## config.mk

```make
export PLATFORM = sky130hd
export DESIGN_NAME = uart_rx
export DESIGN_NICKNAME = d
export VERILOG_FILES = /design/src/rtl/uart_pkg.sv /design/src/rtl/uart_rx_sync.sv /design/src/rtl/uart_rx.sv
export SDC_FILE = /design/constraint.sdc
export NUM_CORES = 1
export LEC_CHECK = 0
export CORE_ASPECT_RATIO = 1.75
export CORE_MARGIN = 2
export CORE_UTILIZATION = 45
export DETAILED_ROUTE_END_ITERATION = 6
export DONT_BUFFER_PORTS = 1
export SETUP_SLACK_MARGIN = 0.05
export SLEW_MARGIN = 20
export SYNTH_ARGS = -nofsm -noshare
export SYNTH_HDL_FRONTEND = slang
export SYNTH_SLANG_ARGS = --single-unit
```

## constraint.sdc

```tcl
create_clock -name clk -period 1.4 [get_ports clk]
set_input_delay 0.28 -clock clk [delete_from_list [all_inputs] [get_ports clk]]
set_output_delay 0.28 -clock clk [all_outputs]
set_load 0.02 [all_outputs]
```

## src/rtl/uart_pkg.sv

```systemverilog
`default_nettype none
// ============================================================================
// Module   : uart_pkg
// Brief    : Shared UART state encoding, line levels and baud helper.
// Revision : 1.0
// ============================================================================
package uart_pkg;

  typedef enum logic [2:0] {
    IDLE   = 3'd0,
    START  = 3'd1,
    DATA   = 3'd2,
    PARITY = 3'd3,
    STOP   = 3'd4,
    WAIT   = 3'd5
  } uart_state_t;

  localparam logic TX_IDLE  = 1'b1;
  localparam logic TX_START = 1'b0;
  localparam logic TX_STOP  = 1'b1;

  function automatic int bit_max(input int clkrate, input int baud);
    return clkrate / baud;
  endfunction

endpackage
`default_nettype wire

```

## src/rtl/uart_rx_sync.sv

```systemverilog
`default_nettype none
// ============================================================================
// Module   : uart_rx_sync
// Brief    : Two-flop synchronizer with falling-edge detect, resets to idle-high.
// Revision : 1.0
// ============================================================================
module uart_rx_sync
  import uart_pkg::*;
(
  input  logic clk,
  input  logic rst,
  input  logic async_in,
  output logic sync_out,
  output logic fall
);

  logic meta;
  logic sync_q;
  logic prev;

  always_ff @(posedge clk) begin
    if (rst) begin
      meta   <= TX_IDLE;
      sync_q <= TX_IDLE;
      prev   <= TX_IDLE;
    end else begin
      meta   <= async_in;
      sync_q <= meta;
      prev   <= sync_q;
    end
  end

  assign sync_out = sync_q;
  // A line held low never re-fires: prev must have seen a high sample first.
  assign fall     = prev & ~sync_q;

endmodule
`default_nettype wire

```

## src/rtl/uart_rx.sv

```systemverilog
`default_nettype none
// ============================================================================
// Module   : uart_rx
// Brief    : UART receiver, 8E1-style framing (even parity), valid/ready output.
//            Define UART_RX_MAJORITY_EN for 2-of-3 majority bit decisions.
// Revision : 1.0
// ============================================================================
module uart_rx
  import uart_pkg::*;
#(
  parameter int CLKRATE     = 100000000,
  parameter int BAUD        = 115200,
  parameter int WORD_LENGTH = 8
) (
  input  logic                   clk,
  input  logic                   rst,
  input  logic                   UART_RX,
  output logic [WORD_LENGTH-1:0] rx_data,
  output logic                   rx_data_valid,
  input  logic                   rx_data_ready,
  output logic                   rx_parity_err,
  output logic                   rx_frame_err,
  output logic                   rx_overrun
);

  localparam int BIT_MAX  = bit_max(CLKRATE, BAUD);
  localparam int HALF_MAX = BIT_MAX / 2;
  localparam int CW       = $clog2(BIT_MAX);
  localparam int BW       = $clog2(WORD_LENGTH + 1);

  logic rx_s;
  logic rx_fall;
  logic bit_val;

  uart_rx_sync u_sync (
    .clk      (clk),
    .rst      (rst),
    .async_in (UART_RX),
    .sync_out (rx_s),
    .fall     (rx_fall)
  );

`ifdef UART_RX_MAJORITY_EN
  // Vote window is target-1..target+1; deciding one count late keeps every
  // later decision on the same BIT_MAX period once START has absorbed the lag.
  localparam int DEC_LAG = 1;
  logic [1:0] hist;

  always_ff @(posedge clk) begin
    if (rst) hist <= {2{TX_IDLE}};
    else     hist <= {hist[0], rx_s};
  end

  assign bit_val = (hist[1] & hist[0]) | (hist[1] & rx_s) | (hist[0] & rx_s);
`else
  localparam int DEC_LAG = 0;
  assign bit_val = rx_s;
`endif

  localparam logic [CW-1:0] START_DEC = CW'(HALF_MAX - 1 + DEC_LAG);
  localparam logic [CW-1:0] BIT_DEC   = CW'(BIT_MAX - 1);
  localparam logic [BW-1:0] BITS_LAST = BW'(WORD_LENGTH - 1);

  uart_state_t            state, state_n;
  logic [CW-1:0]          cnt;
  logic [BW-1:0]          nbits;
  logic [WORD_LENGTH-1:0] shreg;
  logic                   parity_bad;
  logic                   frame_bad;
  logic                   done;
  logic                   at_start_dec;
  logic                   at_bit_dec;

  assign at_start_dec = (cnt == START_DEC);
  assign at_bit_dec   = (cnt == BIT_DEC);

  always_comb begin
    state_n = state;
    case (state)
      IDLE:    if (rx_fall) state_n = START;
      START:   if (at_start_dec) state_n = (bit_val == TX_START) ? DATA : IDLE;
      DATA:    if (at_bit_dec && (nbits == BITS_LAST)) state_n = PARITY;
      PARITY:  if (at_bit_dec) state_n = STOP;
      STOP:    if (at_bit_dec) state_n = IDLE;
      default: state_n = IDLE;
    endcase
  end

  always_ff @(posedge clk) begin
    if (rst) state <= IDLE;
    else     state <= state_n;
  end

  always_ff @(posedge clk) begin
    if (rst) begin
      cnt        <= '0;
      nbits      <= '0;
      shreg      <= '0;
      parity_bad <= 1'b0;
      frame_bad  <= 1'b0;
      done       <= 1'b0;
    end else begin
      done <= 1'b0;
      if ((state_n != state) || (state == IDLE) || at_bit_dec) cnt <= '0;
      else                                                     cnt <= cnt + CW'(1);

      case (state)
        START: nbits <= '0;
        DATA: begin
          if (at_bit_dec) begin
            shreg <= {bit_val, shreg[WORD_LENGTH-1:1]};
            nbits <= nbits + BW'(1);
          end
        end
        PARITY: if (at_bit_dec) parity_bad <= bit_val ^ (^shreg);
        STOP: begin
          if (at_bit_dec) begin
            frame_bad <= (bit_val != TX_STOP);
            done      <= 1'b1;
          end
        end
        default: ;
      endcase
    end
  end

  // A completed word only displaces the held one if that word leaves this cycle.
  always_ff @(posedge clk) begin
    if (rst) begin
      rx_data       <= '0;
      rx_data_valid <= 1'b0;
      rx_parity_err <= 1'b0;
      rx_frame_err  <= 1'b0;
      rx_overrun    <= 1'b0;
    end else begin
      rx_overrun <= 1'b0;
      if (done) begin
        if (!rx_data_valid || rx_data_ready) begin
          rx_data       <= shreg;
          rx_parity_err <= parity_bad;
          rx_frame_err  <= frame_bad;
          rx_data_valid <= 1'b1;
        end else begin
          rx_overrun <= 1'b1;
        end
      end else if (rx_data_valid && rx_data_ready) begin
        rx_data_valid <= 1'b0;
      end
    end
  end

endmodule
`default_nettype wire
```

==> flow_metrics.env <==
export IMPL_yosys_top_cells_area="dfxtp_1 (45%), mux2i_1 (5.2%), xnor2_1 (5.0%)"
export IMPL_synth_seq_area_share=0.450
export IMPL_hold_viol_final=0
export IMPL_synth_seq_cells=43
export IMPL_cts_buffers=5
export IMPL_drive_gt1_frac=0.405
export IMPL_cts_tree="done"
export IMPL_min_period_over_period=1.08
export IMPL_cts_buffer_depth=2
export IMPL_skew_ns=0.00308
export IMPL_cts_sinks=43
export IMPL_setup_viol=24
export IMPL_viasPerCell=5.47
export IMPL_areaGrowthSynthToFinish_pct=29.9
export IMPL_rsz0062_at_grt="yes"
export IMPL_grtUsageTotal=0.191
export IMPL_synth_cells=200
export IMPL_io_buffer_count=0
export IMPL_yosysTopAreaCellShare=0.450
export IMPL_ys_flop_type="dfxtp_1"
export IMPL_power_total_mw=2.20
export IMPL_violations="negative setup slack"
export IMPL_p_leak_nw=0.918
export IMPL_overflow=0
export IMPL_ir_worst_vdd_v=0.000683
export IMPL_wl_per_cell_um=15.6
export IMPL_synth_edf_count=0
export IMPL_worst_slack_ns=-0.117
export IMPL_async_reset_ff_frac=0
export IMPL_gp_congestion=0.798
export IMPL_drc_errors=0
export IMPL_finalWirelength_um=4300
export IMPL_post_cts_setup_buffer_count=0
export IMPL_syn_avg_cell_area_sq_um=9.56
export IMPL_grt_pass1_vias=1544
export IMPL_synth_cell_area_sq_um=1910
export IMPL_n_antenna_cell=0
export IMPL_syn_nets=207
export IMPL_critPathKind="reg2reg"
export IMPL_row_count=31
export IMPL_nNetsFinal=233
export IMPL_vias=1511
export IMPL_die_area_sq_um=4810
export IMPL_path_clk_slew_ns=0.08
export IMPL_fmax_mhz=659
export IMPL_die_height_um=90.2
export IMPL_grt_pass1_wl_um=6860
export IMPL_worstSetupEndpointType="flip-flop"
export IMPL_place_area_sq_um=2130
export IMPL_outcome="finished with violations"
export IMPL_start_util=0.465
export IMPL_fin_crit_ns=1.52
export IMPL_min_path_type="in2reg"
export IMPL_core_area_sq_um=4110
export IMPL_power_density_nw_per_um2=887
export IMPL_startpoint_type="flip-flop"
export IMPL_yosys_warnings=0
export IMPL_required_ns=1.62
export IMPL_worstPathArrival_ns=1.74
export IMPL_first_pass_iters=2
export IMPL_clk_latency_ns=0.29
export IMPL_die_width_um=53.3
export IMPL_cp_max_fo=5
export IMPL_grt_max_degree=34
export IMPL_pre_cts_ws_ns=-0.113
export IMPL_yosysMostFrequentCell="dfxtp_1"
export IMPL_final_area_sq_um=2480
export IMPL_post_route_util=0.604
export IMPL_drt_iter0_markers=25
export IMPL_synthTopCellsByCount="dfxtp_1 (43), nand2_1 (20), a21oi_1 (16), nor2_1 (16), xnor2_1 (11)"
export IMPL_tightest_slew_ns=0.351
export IMPL_antenna_found_initial=0
export IMPL_cts_htree_levels=2
export IMPL_drv_cap=0
export IMPL_dpl_hpwl_um=2940
export IMPL_maxSlewHeadroom=0.766
export IMPL_ant_nets=0
export IMPL_synth_area_leader_cell="dfxtp_1"
export IMPL_ios=16
export IMPL_cts_root_buf="clkbuf_8"
export IMPL_final_max_slew_viol_count=0
export IMPL_fin_setup_tns_ns=-1.24
export IMPL_synth_distinct_cells=45
-- state kept, by name, summed over array words and instances (netlist names) --
signal	count
cnt	10
rx_data	8
shreg	8
nbits	4
state	3
done	1
frame_bad	1
parity_bad	1
rx_data_valid	1
rx_frame_err	1
rx_overrun	1
rx_parity_err	1
u_sync.meta	1
u_sync.prev	1
u_sync.sync_out	1
-- repair_timing --
action | CTS | global route
cloned | 0 | 2
endpoints found under the setup margin | 27 | 27
pin swaps | 11 | 23
hold buffers | 0 | 0
resized for setup | 17 | 37
-- cells in the final DEF, fill, tap and decap left out, drive strengths merged --
cell type   n
a31oi       1
a21oi      18
or3         3
a221o       1
or3b        1
nor3        9
and4        1
xnor2      11
xor2        4
nor4        3
nand4b      1
dfxtp      43
o21ai       6
mux2i      10
ha          3
a22o        1
xnor3       1
or2         3
nand3       7
clkinv      1
clkbuf      7
a22oi       1
o211ai      1
nor2       17
nor2b       1
buf        26
inv         5
nor4b       1
nand2b      3
o21bai      2
nor4bb      1
nand4       4
and3b       2
nor3b       3
and4b       2
nand2      20
and3        3
-- critical path, cell delays in order (launching register included) --
cell and delay [ns]:
dfxtp_4 0.37, ha_4 0.13, and3b_2 0.27, and4_4 0.27
buf_6 0.12, nand4b_1 0.13, a21oi_1 0.16
-- report_power, final --
group	switching (mW)	internal (mW)	total, mW
Sequential	0.00939	1.22	1.23
Clock	0.414	0.505	0.920
Combinational	0.0287	0.0219	0.0506
Total	0.452	1.75	2.20
-- final timing paths --
path                            depth (start not counted)               to   startpoint  slack [ns]
worst max register to register                          6         state[0]       cnt[1]       -0.12
worst min register to register                          1  u_sync.sync_out  u_sync.meta        0.42
worst max-delay path                                    6         state[0]       cnt[1]       -0.12
worst min-delay path                                    1         state[2]          rst        0.04
-- logic make-up (layout without fill, tap and decap cells) --
family | Yosys count | count (layout) | share of synthesized area
AOI/OAI and AO/OA | 31 | 31 | 0.0995
xor gates and xnor gates | 16 | 16 | 0.0805
adders and majority gates | 3 | 3 | 0.0196
buffers and inverters | 13 | 39 | 0.0347
DFF | 43 | 43 | 0.450
muxes | 10 | 10 | 0.0524
and+or+nand+nor | 84 | 85 | 0.263
-- stage by stage --
stage | hold WS, ns | instances
2_1_floorplan | 0.359 | 200
3_3_place_gp | 0.353 | 266
3_5_place_dp | 0.357 | 266
4_1_cts | 0.0259 | 274
5_1_grt | 0.0235 | 276
6_report | 0.0382 | 276
-- routing by layer --
metal / routed length (um) / GRT usage
met1: 1540 / 0.179
met2: 2530 / 0.350
met3: 87 / 0.0399
met4: 145 / 0.113
met5: 0 / 0
-- final cells by class --
class / count / area [sq um]
clock inverters: 1 / 5.00
flip-flops and latches: 43 / 871
fillers: 371 / 1630
well taps: 49 / 61.3
clock buffers: 7 / 108
inverters: 5 / 18.8
repair buffers: 26 / 208
multi-input cells: 145 / 1210
Power figures use the tool's default switching activity.
